## config.mk

```make
export PLATFORM = sky130hd
export DESIGN_NAME = acc_control
export DESIGN_NICKNAME = d
export VERILOG_FILES = /design/src/rtl/acc_control_pkg.sv /design/src/rtl/acc_control.sv
export SDC_FILE = /design/constraint.sdc
export NUM_CORES = 1
export LEC_CHECK = 0
export BUFFER_PORTS_ARGS = -buffer_cell sky130_fd_sc_hd__buf_2
export CORE_MARGIN = 3
export CORE_UTILIZATION = 43
export DETAILED_ROUTE_END_ITERATION = 10
export GPL_ROUTABILITY_DRIVEN = 0
export MAX_ROUTING_LAYER = met4
export SLEW_MARGIN = 20
export SYNTH_ARGS = -nofsm -noshare
export SYNTH_HDL_FRONTEND = slang
export SYNTH_SLANG_ARGS = --single-unit
```

## constraint.sdc

```tcl
create_clock -name clk -period 6 [get_ports clk]
set_clock_uncertainty 0.05 [all_clocks]
set_input_delay 1.2 -clock clk [delete_from_list [all_inputs] [get_ports clk]]
set_output_delay 1.2 -clock clk [all_outputs]
set_load 0.01 [all_outputs]
```

## src/rtl/acc_control_pkg.sv

```systemverilog
// rtl/acc_control_pkg.sv - shared dsp accumulator control types and constants
package acc_control_pkg;

  typedef enum logic [1:0] {
    ST_IDLE      = 2'd0,
    ST_WAIT_SYNC = 2'd1,
    ST_RUN       = 2'd2
  } acc_state_t;

endpackage : acc_control_pkg

```

## src/rtl/acc_control.sv

```systemverilog
// rtl/acc_control.sv - frame-aligned sample forwarder driving a downstream accumulator
module acc_control
  import acc_control_pkg::*;
#(
  parameter int DIN_WIDTH = 16,
  parameter int LEN_WIDTH = 16
) (
  input  logic                 clk,
  input  logic                 rst,
  input  logic [DIN_WIDTH-1:0] din,
  input  logic                 din_valid,
  input  logic                 arm,
  input  logic                 disarm,
  input  logic                 sync,
  input  logic [LEN_WIDTH-1:0] acc_len,
  output logic [DIN_WIDTH-1:0] dout,
  output logic                 dout_valid,
  output logic                 acc_done,
  output logic                 first_frame,
  output logic                 armed
);

  acc_state_t           r_state;
  logic                 r_pending;
  logic [LEN_WIDTH-1:0] r_idx;
  logic [LEN_WIDTH-1:0] r_len_l;
  logic                 r_in_first;
  logic [DIN_WIDTH-1:0] r_dout;
  logic                 r_dout_valid;
  logic                 r_acc_done;
  logic                 r_first_frame;

  acc_state_t           w_state_nxt;
  logic                 w_pending_nxt;
  logic [LEN_WIDTH-1:0] w_idx_nxt;
  logic [LEN_WIDTH-1:0] w_len_nxt;
  logic                 w_in_first_nxt;
  logic                 w_fwd;
  logic                 w_resync;
  logic                 w_index0;
  logic                 w_acc_done_nxt;
  logic                 w_first_nxt;
  logic [LEN_WIDTH-1:0] w_len_eff;
  logic [LEN_WIDTH-1:0] w_cur_len;
  logic [LEN_WIDTH-1:0] w_cur_idx;

  // Next-state, frame index and output qualifiers for the sample presented this cycle
  always_comb begin
    w_state_nxt    = r_state;
    w_pending_nxt  = r_pending;
    w_idx_nxt      = r_idx;
    w_len_nxt      = r_len_l;
    w_in_first_nxt = r_in_first;
    w_fwd          = 1'b0;
    w_resync       = 1'b0;
    w_index0       = 1'b0;
    w_acc_done_nxt = 1'b0;
    w_first_nxt    = 1'b0;
    w_len_eff      = (acc_len == '0) ? LEN_WIDTH'(1) : acc_len;
    w_cur_len      = r_len_l;
    w_cur_idx      = r_idx;

    if (disarm) begin
      // disarm beats arm, sync and din_valid; the sample this cycle is dropped
      w_state_nxt    = ST_IDLE;
      w_pending_nxt  = 1'b0;
      w_idx_nxt      = '0;
      w_in_first_nxt = 1'b0;
    end else begin
      case (r_state)
        ST_IDLE: begin
          w_pending_nxt = 1'b0;
          if (arm) begin
            w_state_nxt = ST_WAIT_SYNC;
          end
        end
        ST_WAIT_SYNC: begin
          if (din_valid && (sync || r_pending)) begin
            w_state_nxt = ST_RUN;
            w_fwd       = 1'b1;
            w_resync    = 1'b1;
          end else if (sync) begin
            w_pending_nxt = 1'b1;
          end
        end
        ST_RUN: begin
          if (din_valid) begin
            w_fwd    = 1'b1;
            w_resync = sync || r_pending;
          end else if (sync) begin
            w_pending_nxt = 1'b1;
          end
        end
        default: begin
          w_state_nxt = ST_IDLE;
        end
      endcase

      if (w_fwd) begin
        // A resync or a wrapped counter makes this sample index 0 and relatches the length
        w_index0      = w_resync || (r_idx == '0);
        w_cur_len     = w_index0 ? w_len_eff : r_len_l;
        w_cur_idx     = w_index0 ? '0 : r_idx;
        w_len_nxt     = w_cur_len;
        // w_cur_len is never 0, so len-1 cannot underflow and idx+1 cannot overflow
        w_idx_nxt     = (w_cur_idx == w_cur_len - LEN_WIDTH'(1)) ? '0
                                                                 : w_cur_idx + LEN_WIDTH'(1);
        w_pending_nxt = 1'b0;
        w_acc_done_nxt = w_index0;
        if (w_resync) begin
          w_in_first_nxt = 1'b1;
        end else if (w_index0) begin
          w_in_first_nxt = 1'b0;
        end
        w_first_nxt = w_in_first_nxt;
      end
    end
  end

  // State, counters and registered outputs; reset discards any partial frame
  always_ff @(posedge clk) begin
    if (rst) begin
      r_state       <= ST_IDLE;
      r_pending     <= 1'b0;
      r_idx         <= '0;
      r_len_l       <= LEN_WIDTH'(1);
      r_in_first    <= 1'b0;
      r_dout        <= '0;
      r_dout_valid  <= 1'b0;
      r_acc_done    <= 1'b0;
      r_first_frame <= 1'b0;
    end else begin
      r_state       <= w_state_nxt;
      r_pending     <= w_pending_nxt;
      r_idx         <= w_idx_nxt;
      r_len_l       <= w_len_nxt;
      r_in_first    <= w_in_first_nxt;
      r_dout        <= din;
      r_dout_valid  <= w_fwd;
      r_acc_done    <= w_acc_done_nxt;
      r_first_frame <= w_first_nxt;
    end
  end

  assign dout        = r_dout;
  assign dout_valid  = r_dout_valid;
  assign acc_done    = r_acc_done;
  assign first_frame = r_first_frame;
  assign armed       = (r_state != ST_IDLE);

endmodule : acc_control
```

==> results of run 1 <==
[routing by layer]
layer	wire, um	GRT usage (%)	vias to the layer above
li1	-	-	1499
met4	42	3.02	0
met2	3790	32.0	97
met3	430	3.81	6
met5	0	-	-
met1	3880	27.9	1455
[cell families (layout without fill, tap and decap cells)]
logic type	count (synthesis)	count (layout)
flip-flops	55	55
XOR/XNOR	25	25
adder cells (fa/ha/maj)	8	8
AO/OA/AOI/OAI	81	81
AND/OR/NAND/NOR	183	183
buffers and inverters	39	82
multiplexers	3	3
[sequential cells by signal, indices dropped and copies added, names as in the netlist]
signal and flops:
acc_done 1, dout 16, dout_valid 1, first_frame 1, r_idx 16, r_in_first 1, r_len_l 16, r_pending 1
r_state 2
[how the worst max path moves through the flow]
stage,start,to,slack (ns),cells past startpoint
finish,acc_len[2],r_idx[7],0.79,15
global route,acc_len[2],r_idx[7],0.46,15
CTS,acc_len[2],r_idx[7],0.82,15
detailed placement,acc_len[2],r_idx[7],0.49,15
global placement,acc_len[2],r_idx[8],0.67,15
floorplan,acc_len[2],r_idx[9],1.39,16
[area by class of cell]
type,instances,area [um^2]
fill,694,3370
multi-input combinational,300,1890
sequential,55,1100
timing repair buffer,59,300
tap,96,120
clock buffer,5,68.8
inverter,15,56.3
clock inverter,3,28.8
[power by group through the flow]
stage | sequential (mW) | combinational, mW | clock, mW
final | 0.374 | 0.0663 | 0.226
after global routing | 0.375 | 0.0744 | 0.246
after CTS | 0.374 | 0.0659 | 0.231
after detailed placement | 0.382 | 0.0656 | 0
after global placement | 0.382 | 0.0651 | 0
after floorplan | 0.385 | 0.0333 | 0
[cells in the final DEF, fill, tap and decap left out, types with 3 or more instances in the layout]
cell type  netlist  layout
nor4_1          13      13
nor2_1          25      25
or4_1            5       5
xor2_1           9       9
inv_1           15      15
nand2_1         50      50
ha_1             8       8
nor3b_1          3       3
or3_1            7       7
buf_2            1      57
nand2b_1         4       4
xnor2_1         16      16
nor2b_1         23      23
dfxtp_1         55      55
a21oi_1         26      26
nand3_1          7       7
and3_1           8       8
nand4_1          8       8
clkbuf_8         0       5
o31ai_1          3       3
o21ai_0         13      13
or2_2            3       3
nor3_1          17      17
a31oi_1          7       7
a32oi_1          4       4
a32o_1           3       3
[stage by stage]
step | util (%) | instance area (um^2) | hold slack (ns) | std cells
after floorplan | - | 3140 | 0.376 | 394
after global placement | 49.9 | 3460 | 0.386 | 525
after detailed placement | 49.9 | 3460 | 0.392 | 525
after CTS | 51.3 | 3560 | 0.421 | 533
after global routing | 51.4 | 3570 | 0.443 | 533
final | 51.4 | 3570 | 0.416 | 533
==> metrics.md, run 1 <==
| Metric | Value |
|---|---|
| Outcome | `finished clean` |
| Max_cap viols | `0` |
| Post-synth top cells | `dfxtp_1 (55), nand2_1 (50), a21oi_1 (26)` |
| EDFF count, synth | `0` |
| Main combinational cell family by area after synthesis | `simple AND/OR/NAND/NOR gates` |
| DRT antenna net count | `0` |
| Largest net degree at the start of global routing | `38` |
| Lkg Pwr | `between 1 and 1.5 nW` |
| Slew Viols, Final | `0` |
| YS warnings | `0` |
| GRT Overall Usage | `20.4%` |
| Number of global-route vias before repair | `approximately 2800` |
| Post-Synth XOR/XNOR Area | `under 10%` |
| Chip width | `around 91 um` |
| CTS Sinks | `55` |
| Synthesized area per cell | `roughly 8.0 um^2` |
| Max Root-Sink Buffers | `2` |
| Worst R2R Setup Slack | `~1.2 ns` |
| Synth Area in Compound Gates | `roughly 18%` |
| Synth area leader | `dfxtp_1` |
| Total number of vias | `~3100` |
| DRT Wirelength | `between 8000 and 9000 um` |
| Worst slack, placed | `slightly below 0.5 ns` |
| Root Buffer | `clkbuf_8` |
| Synth Area in Adders | `3.19%` |
| Mux cell area share after synthesis | `less than 1%` |
| H-Tree Depth | `2` |
| Antenna violations before repair | `0` |
| Count leader, synth | `dfxtp_1` |
| Antenna Cells | `0` |
| Initial Util | `approximately 45%` |
| Reg2reg path depth | `13` |
| Syn Inst Count | `slightly below 400` |
| Vias per cell | `~5.7` |
| Die height | `between 90 and 100 um` |
| Global route total overflow | `0` |
| Worst setup margin | `roughly 0.79 ns` |
| Reg2reg end | `r_idx[7]` |
| Clock Power Share | `33.9%` |
| Post-CTS setup buffer count | `0` |
| First-pass GRT wire length | `approximately 14000 um` |
| Flop pwr share | `a little under three fifths` |
| Net Switching | `around 0.18 mW` |
| Detailed-router iteration count before antenna repair | `5` |
| Post-synth top area share | `between 30% and 40%` |
| Worst path arrival time | `5.36 ns` |
| Synth area leaders | `dfxtp_1 (35%), nand2_1 (6.0%), nor2b_1 (4.6%), xnor2_1 (4.5%), a21oi_1 (4.1%)` |
| Synthesized-area fraction occupied by and/or/nand/nor cells | `roughly 31%` |
| Post-synthesis sequential area ratio | `35.1%` |
| Comb pwr share | `about a tenth` |
| Core area | `between 0.006 and 0.007 mm^2` |
| WS Path Type | `in2reg` |
| Post-DR wirelength/cell | `15.3 um` |
| Peak supply drop | `between 0.0001 and 0.00015 V` |
| Hold Path Class | `reg2reg` |
| Seq cells post-synth | `55` |
| Drt drc | `0` |
| # port buffers | `57` |
| Setup Viol. Count Final | `0` |
| Maximum fanout along the worst path | `17` |
| Slowest stage cell, crit path | `or4_1` |
| Period utilization | `a little under 90%` |
| Endpoint class of the critical path | `flop` |
| Net Sw Frac | `26.5%` |
| Worst-Skew Late Latency | `~0.32 ns` |
| Hold Path Cell Cnt | `1` |
| Cell row count | `30` |
| TritonCTS clock tree | `yes` |
| Critical Path Max Stage Delay | `0.64 ns` |
| Total Power | `between 0.6 and 0.7 mW` |
| Max_slew headroom | `between 30% and 40%` |
| Max Clk Rate | `between 150 and 200 MHz` |
| Period minus WS final | `between 5 and 6 ns` |
| Least-Margin Pin Slew | `between 0.9 and 1 ns` |
| Total Nets Final | `a little under 500` |
| Synth Cell Area | `around 0.0031 mm^2` |
| DIE AREA | `roughly 0.0084 mm^2` |
| Pwr dens | `187 mW/mm^2` |
| Hold Path Sink | `r_in_first` |
| Share of cells above drive strength 1 | `17.2%` |
| Final hold violation count | `0` |
| Post-synth top flop | `dfxtp_1` |
| DP Wirelength | `between 6000 and 7000 um` |
| Worst Path Buf+Inv | `1` |
| Startpoint Class | `input pin` |
| Critical Path, Cell by Cell | `buf_2 > or4_1 > nor4_1 > a21oi_1 > nand2_1 > o21ai_0 > ha_1 > nor3b_1 > xnor2_1 > nand4b_1 > a2111o_1 > a2111oi_4 > nand4b_4 > nand2_1 > o21ai_0` |
| Cell family with most CP delay | `simple AND/OR/NAND/NOR gates` |
| Post-synth cell types | `between 50 and 60` |
| Reg clk slew, reported paths | `between 0.1 and 0.15 ns` |
| RSZ-0062 raised after global routing | `no` |
| Post_cts resized | `0` |
| Ports | `between 50 and 60` |
| Worst r2r src | `r_idx[10]` |
| Min-delay src | `r_in_first` |
| Int Pwr | `0.489 mW` |
| Mapped Nets | `440` |
| Setup TNS | `0 ns` |
| Post-synthesis async set-or-reset flop share | `0%` |
| CP Data Required Time | `between 6 and 7 ns` |
| CTS Buf Count | `5` |
| Hold_buf cts | `0` |
| Starting DRT DRC Count | `220` |
| Syn-to-layout area delta | `13.8%` |
No activity file was read; power rests on OpenSTA's default activity.
==> inputs of run 2 (changes only) <==
Settings changed: CORE_UTILIZATION 43 to 55, PLACE_DENSITY set to 0.79.
==> run 2 against run 1 <==
Power down 0.31%. Sequential power is essentially flat. Count of clock-buffer cells in the layout did not move. Core utilization up 15 points. Cell count shrank 4.9%. Sequential cell count unchanged. First-iteration DRC count up 4.1%. Critical path type unchanged.
==> metrics.md, run 2 (synthesis results as in run 1) <==
| Metric | Value |
|---|---|
| Ports | `58` |
| Reg clk slew, reported paths | `between 0.1 and 0.15 ns` |
| Clock Power Share | `~34%` |
| Slowest stage cell, crit path | `or4_1` |
| Max Root-Sink Buffers | `2` |
| Net Sw Frac | `between 20% and 30%` |
| Worst-Skew Late Latency | `about 0.32 ns` |
| Int Pwr | `just under 0.5 mW` |
| Max Clk Rate | `~190 MHz` |
| Initial Util | `between 50% and 60%` |
| CTS Sinks | `55` |
| Worst setup margin | `0.835 ns` |
| Lkg Pwr | `around 1.4 nW` |
| CP Data Required Time | `6.15 ns` |
| Total Nets Final | `between 400 and 500` |
| Setup Viol. Count Final | `0` |
| Vias per cell | `around 6` |
| TritonCTS clock tree | `yes` |
| Detailed-router iteration count before antenna repair | `5` |
| DRT Wirelength | `7590 um` |
| Fillcell total | `about 470` |
| Period minus WS final | `5.16 ns` |
| Core area | `between 0.005 and 0.006 mm^2` |
| Total number of vias | `approximately 3000` |
| Chip width | `~82 um` |
| Outcome | `finished clean` |
| Least-Margin Pin Slew | `approximately 0.86 ns` |
| Max_slew headroom | `42.4%` |
| Placed insts | `between 400 and 500` |
| First-pass GRT wire length | `12900 um` |
| Hold Path Class | `reg2reg` |
| Total Power | `~0.66 mW` |
| CTS Buf Count | `5` |
| Drt drc | `0` |
| Post-CTS setup buffer count | `0` |
| Net Switching | `roughly 0.17 mW` |
| Commonest non-fill, non-tap cell in the layout | `buf_2` |
| GRT Overall Usage | `around a quarter` |
| H-Tree Depth | `2` |
| Startpoint Class | `input pin` |
| DP Wirelength | `~5600 um` |
| Peak supply drop | `0.000167 V` |
| WS Path Type | `in2reg` |
| Cell row count | `26` |
| Hold Path Cell Cnt | `1` |
| Critical Path, Cell by Cell | `buf_2 > or4_1 > nor4_1 > a21oi_1 > nand2_1 > o21ai_0 > ha_1 > nor3b_1 > xnor2_1 > nand4b_1 > a2111o_1 > a2111oi_4 > nand4b_4 > nand2_1 > o21ai_0` |
| Reg2reg path depth | `15` |
| # port buffers | `57` |
| Post-DR wirelength/cell | `15.0 um` |
| Largest net degree at the start of global routing | `38` |
| Root Buffer | `clkbuf_8` |
| Comb pwr share | `under 10%` |
| DRT antenna net count | `0` |
| Flop pwr share | `a little under three fifths` |
| Number of global-route vias before repair | `2804` |
| Global route total overflow | `0` |
| Design Area, Final | `0.00354 mm^2` |
| Post-Layout Cell Count | `about 510` |
| Die height | `approximately 82 um` |
| Period utilization | `between 80% and 90%` |
| DIE AREA | `approximately 0.0066 mm^2` |
| Critical Path Max Stage Delay | `0.63 ns` |
| Placed Instance Area | `approximately 0.0034 mm^2` |
| Most frequent cells in the layout | `buf_2 (57), dfxtp_1 (55), nand2_1 (50)` |
| Hold_buf cts | `0` |
| Max_cap viols | `0` |
| Maximum fanout along the worst path | `17` |
| Worst path arrival time | `between 5 and 6 ns` |
| Pwr dens | `187 mW/mm^2` |
| Worst slack, placed | `~0.51 ns` |
| Setup TNS | `0 ns` |
| Final hold violation count | `0` |
| Share of cells above drive strength 1 | `17.2%` |
| Syn-to-layout area delta | `12.8%` |
| Slew Viols, Final | `0` |
| Post_cts resized | `0` |
| RSZ-0062 raised after global routing | `no` |
| Antenna Cells | `0` |
| Endpoint class of the critical path | `flop` |
| Starting DRT DRC Count | `about 230` |
| Antenna violations before repair | `0` |
run 2: changes by cell type in the layout (fill, tap and decap cells not counted), sizes merged:
cell / delta
inv: -1
clkinv: +1
run 2: layer usage:
layer  track usage (%)  routed length, um  vias to the layer above
met5                 -                  0                        -
met4              7.77                138                        0
met3              4.39                490                       18
met2              39.2               3460                      101
met1              33.1               3500                     1401
li1                  -                  -                     1488
run 2: area by class of cell:
type	instances	area, um^2	share of cell area (%)
Sequential cell	55	1100	31.1
Inverter	15	56.3	1.59
Clock buffer	5	68.8	1.94
Timing Repair Buffer	59	300	8.48
Tap cell	70	87.6	2.47
Multi-Input combinational cell	300	1890	53.5
Clock inverter	3	31.3	0.884
run 2: path summary, 6_finish.rpt:
path                                  from    endpoint  slack [ns]
worst min-delay path            r_in_first  r_in_first        0.42
worst min register to register  r_in_first  r_in_first        0.42
worst max register to register  r_state[0]    r_idx[3]        1.20
worst max-delay path            acc_len[2]    r_idx[3]        0.84
run 2: worst max-delay path, delay by kind of cell:
family,cells,cell delay [ns]
xor gates and xnor gates,1,0.15
AOI/OAI and AO/OA,5,1.25
buffers and inverters,1,0.13
and+or+nand+nor,7,2.19
adders and majority gates,1,0.38
run 2: power groups by stage:
| stage | Clock [mW] | Sequential (mW) | Combinational (mW) |
|---|---|---|---|
| after global placement | 0 | 0.382 | 0.0636 |
| final | 0.224 | 0.374 | 0.0660 |
| after global routing | 0.245 | 0.375 | 0.0736 |
| after floorplan | 0 | 0.385 | 0.0333 |
| after detailed placement | 0 | 0.382 | 0.0646 |
| after CTS | 0.229 | 0.374 | 0.0651 |
run 2: stage by stage:
stage                     hold slack [ns]  utilization (%)
after CTS                           0.434             66.6
after global placement              0.385             64.7
after detailed placement            0.398             64.7
after floorplan                     0.376                -
after global routing                0.457             66.8
final                               0.422             66.8
==> inputs of run 3 (changes only) <==
Settings changed: CORE_UTILIZATION 55 to 28, PLACE_DENSITY 0.79 to unset.
==> run 3 against run 2 <==
Largest cell class unchanged. Critical path depth did not move. Core utilization fell by 33 points. Cell count rose by 14%. Sequential cell count did not move. Sequential share of layout area fell by 0.87 points. Global-route usage fell by 11 points.
==> metrics.md, run 3 (synthesis results as in run 1) <==
| Metric | Value |
|---|---|
| Int Pwr | `approximately 0.53 mW` |
| Hold_buf cts | `0` |
| Register area | `around 0.0011 mm^2` |
| Largest net degree at the start of global routing | `38` |
| Net Sw Frac | `around a quarter` |
| Endpoint class of the critical path | `flop` |
| Commonest non-fill, non-tap cell in the layout | `buf_2` |
| Initial Util | `just under 30%` |
| Outcome | `finished clean` |
| Worst r2r src | `r_idx[3]` |
| Reg2reg path depth | `13` |
| Pwr dens | `195 mW/mm^2` |
| Critical Path, Cell by Cell | `buf_2 > or4_1 > nor4_1 > a21oi_1 > nand2_1 > o21ai_0 > ha_1 > nor3b_1 > xnor2_1 > nand4b_1 > a2111o_1 > a2111oi_4 > nand4b_4 > nand2_1 > o22ai_1` |
| Startpoint Class | `input pin` |
| Fillcell total | `~1200` |
| Core area | `between 0.01 and 0.015 mm^2` |
| Max_slew headroom | `roughly two fifths` |
| Peak supply drop | `0.000126 V` |
| DIE AREA | `between 0.01 and 0.015 mm^2` |
| Net Switching | `0.181 mW` |
| Area of the multi-input gates | `around 0.0019 mm^2` |
| Chip width | `about 110 um` |
| Vias per cell | `~5.2` |
| Most frequent cells in the layout | `buf_2 (57), dfxtp_1 (55), nand2_1 (50)` |
| Placed Instance Area | `roughly 0.0035 mm^2` |
| TritonCTS clock tree | `yes` |
| DRT Wirelength | `roughly 8400 um` |
| Number of global-route vias before repair | `approximately 2900` |
| DP Wirelength | `between 6000 and 7000 um` |
| Worst R2R Setup Slack | `between 1 and 1.5 ns` |
| Critical Path Max Stage Delay | `0.63 ns` |
| GRT Overall Usage | `between 10% and 20%` |
| Worst Setup SP | `acc_len[2]` |
| Setup Viol. Count Final | `0` |
| Total Nets Final | `483` |
| Final hold violation count | `0` |
| Cell row count | `38` |
| Root Buffer | `clkbuf_8` |
| Hold Path Class | `reg2reg` |
| Share of cells above drive strength 1 | `~17%` |
| Util after Layout | `roughly 33%` |
| # port buffers | `57` |
| Global route total overflow | `0` |
| Period utilization | `around 85%` |
| Setup crit end | `r_idx[12]` |
| Least-Margin Pin Slew | `~0.92 ns` |
| Reg2reg end | `r_idx[12]` |
| Drt drc | `0` |
| Flop pwr share | `52.6%` |
| Post-DR wirelength/cell | `roughly 15 um` |
| CTS Buf Count | `5` |
| Post_cts resized | `0` |
| WS Path Type | `in2reg` |
| Starting DRT DRC Count | `between 200 and 250` |
| Period minus WS final | `about 5 ns` |
| Worst setup margin | `0.924 ns` |
| CP Data Required Time | `a little over 6 ns` |
| Max Clk Rate | `197 MHz` |
| RSZ-0062 raised after global routing | `no` |
| Post-Layout Cell Count | `578` |
| Die height | `112 um` |
| Hold_ws | `0.418 ns` |
| Comb pwr share | `roughly 9.2%` |
| Setup TNS | `0 ns` |
| Worst path arrival time | `between 5 and 6 ns` |
| Placed insts | `570` |
| First-pass GRT wire length | `13800 um` |
| CTS Sinks | `55` |
| Antenna Cells | `0` |
| Worst slack, placed | `roughly 0.58 ns` |
| Reg clk slew, reported paths | `roughly 0.11 ns` |
| Clock Power Share | `between 30% and 40%` |
| Cell family with most CP delay | `simple AND/OR/NAND/NOR gates` |
| Lkg Pwr | `~1.4 nW` |
| Worst-Skew Late Latency | `0.32 ns` |
| Syn-to-layout area delta | `16.0%` |
| Antenna violations before repair | `0` |
| Crit path top cell by count | `nand2_1` |
| Maximum fanout along the worst path | `17` |
| Slew Viols, Final | `0` |
| Max Root-Sink Buffers | `2` |
| Detailed-router iteration count before antenna repair | `4` |
| Ports | `between 50 and 60` |
| H-Tree Depth | `2` |
| Total number of vias | `around 3000` |
| DRT antenna net count | `0` |
| Max_cap viols | `0` |
| Design Area, Final | `0.00364 mm^2` |
| Levels on crit path | `15` |
| Worst Path Buf+Inv | `1` |
| Total Power | `0.711 mW` |
| Slowest stage cell, crit path | `or4_1` |
| Post-CTS setup buffer count | `0` |
==> run 3: cell types whose count changed in the layout (fill, tap and decap cells not counted), sizes merged <==
cell    before  now
bufinv       0    1
clkinv       1    0
buf         59   60
==> run 3: power by group through the flow <==
stage	combinational [mW]	sequential, mW	clock [mW]
after global placement	0.0651	0.382	0
after floorplan	0.0333	0.385	0
after global routing	0.0730	0.375	0.295
after CTS	0.0662	0.374	0.279
final	0.0657	0.374	0.271
after detailed placement	0.0660	0.382	0
==> run 3: worst min-delay path by stage <==
stage | slack [ns] | endpoint | cells past startpoint | start
detailed placement | 0.39 | r_in_first | 1 | r_in_first
CTS | 0.42 | r_in_first | 1 | r_in_first
floorplan | 0.38 | r_in_first | 1 | r_in_first
global placement | 0.38 | r_in_first | 1 | r_in_first
finish | 0.42 | r_in_first | 1 | r_in_first
global route | 0.46 | r_in_first | 1 | r_in_first
==> run 3: cell type report <==
| cell class | instances | area share (%) |
|---|---|---|
| Timing Repair Buffer | 60 | 8.45 |
| Inverter | 15 | 1.55 |
| Sequential cell | 55 | 30.2 |
| Clock buffer | 5 | 1.89 |
| Tap cell | 140 | 4.81 |
| Multi-Input combinational cell | 300 | 51.7 |
| Clock inverter | 3 | 1.37 |
==> run 3: metal layers <==
layer / GRT usage [%] / routed length, um / vias up
met5: - / 0 / -
met4: 3.65 / 91 / 0
met3: 2.88 / 475 / 9
met2: 21.7 / 3830 / 88
met1: 17.9 / 4060 / 1398
li1: - / - / 1496
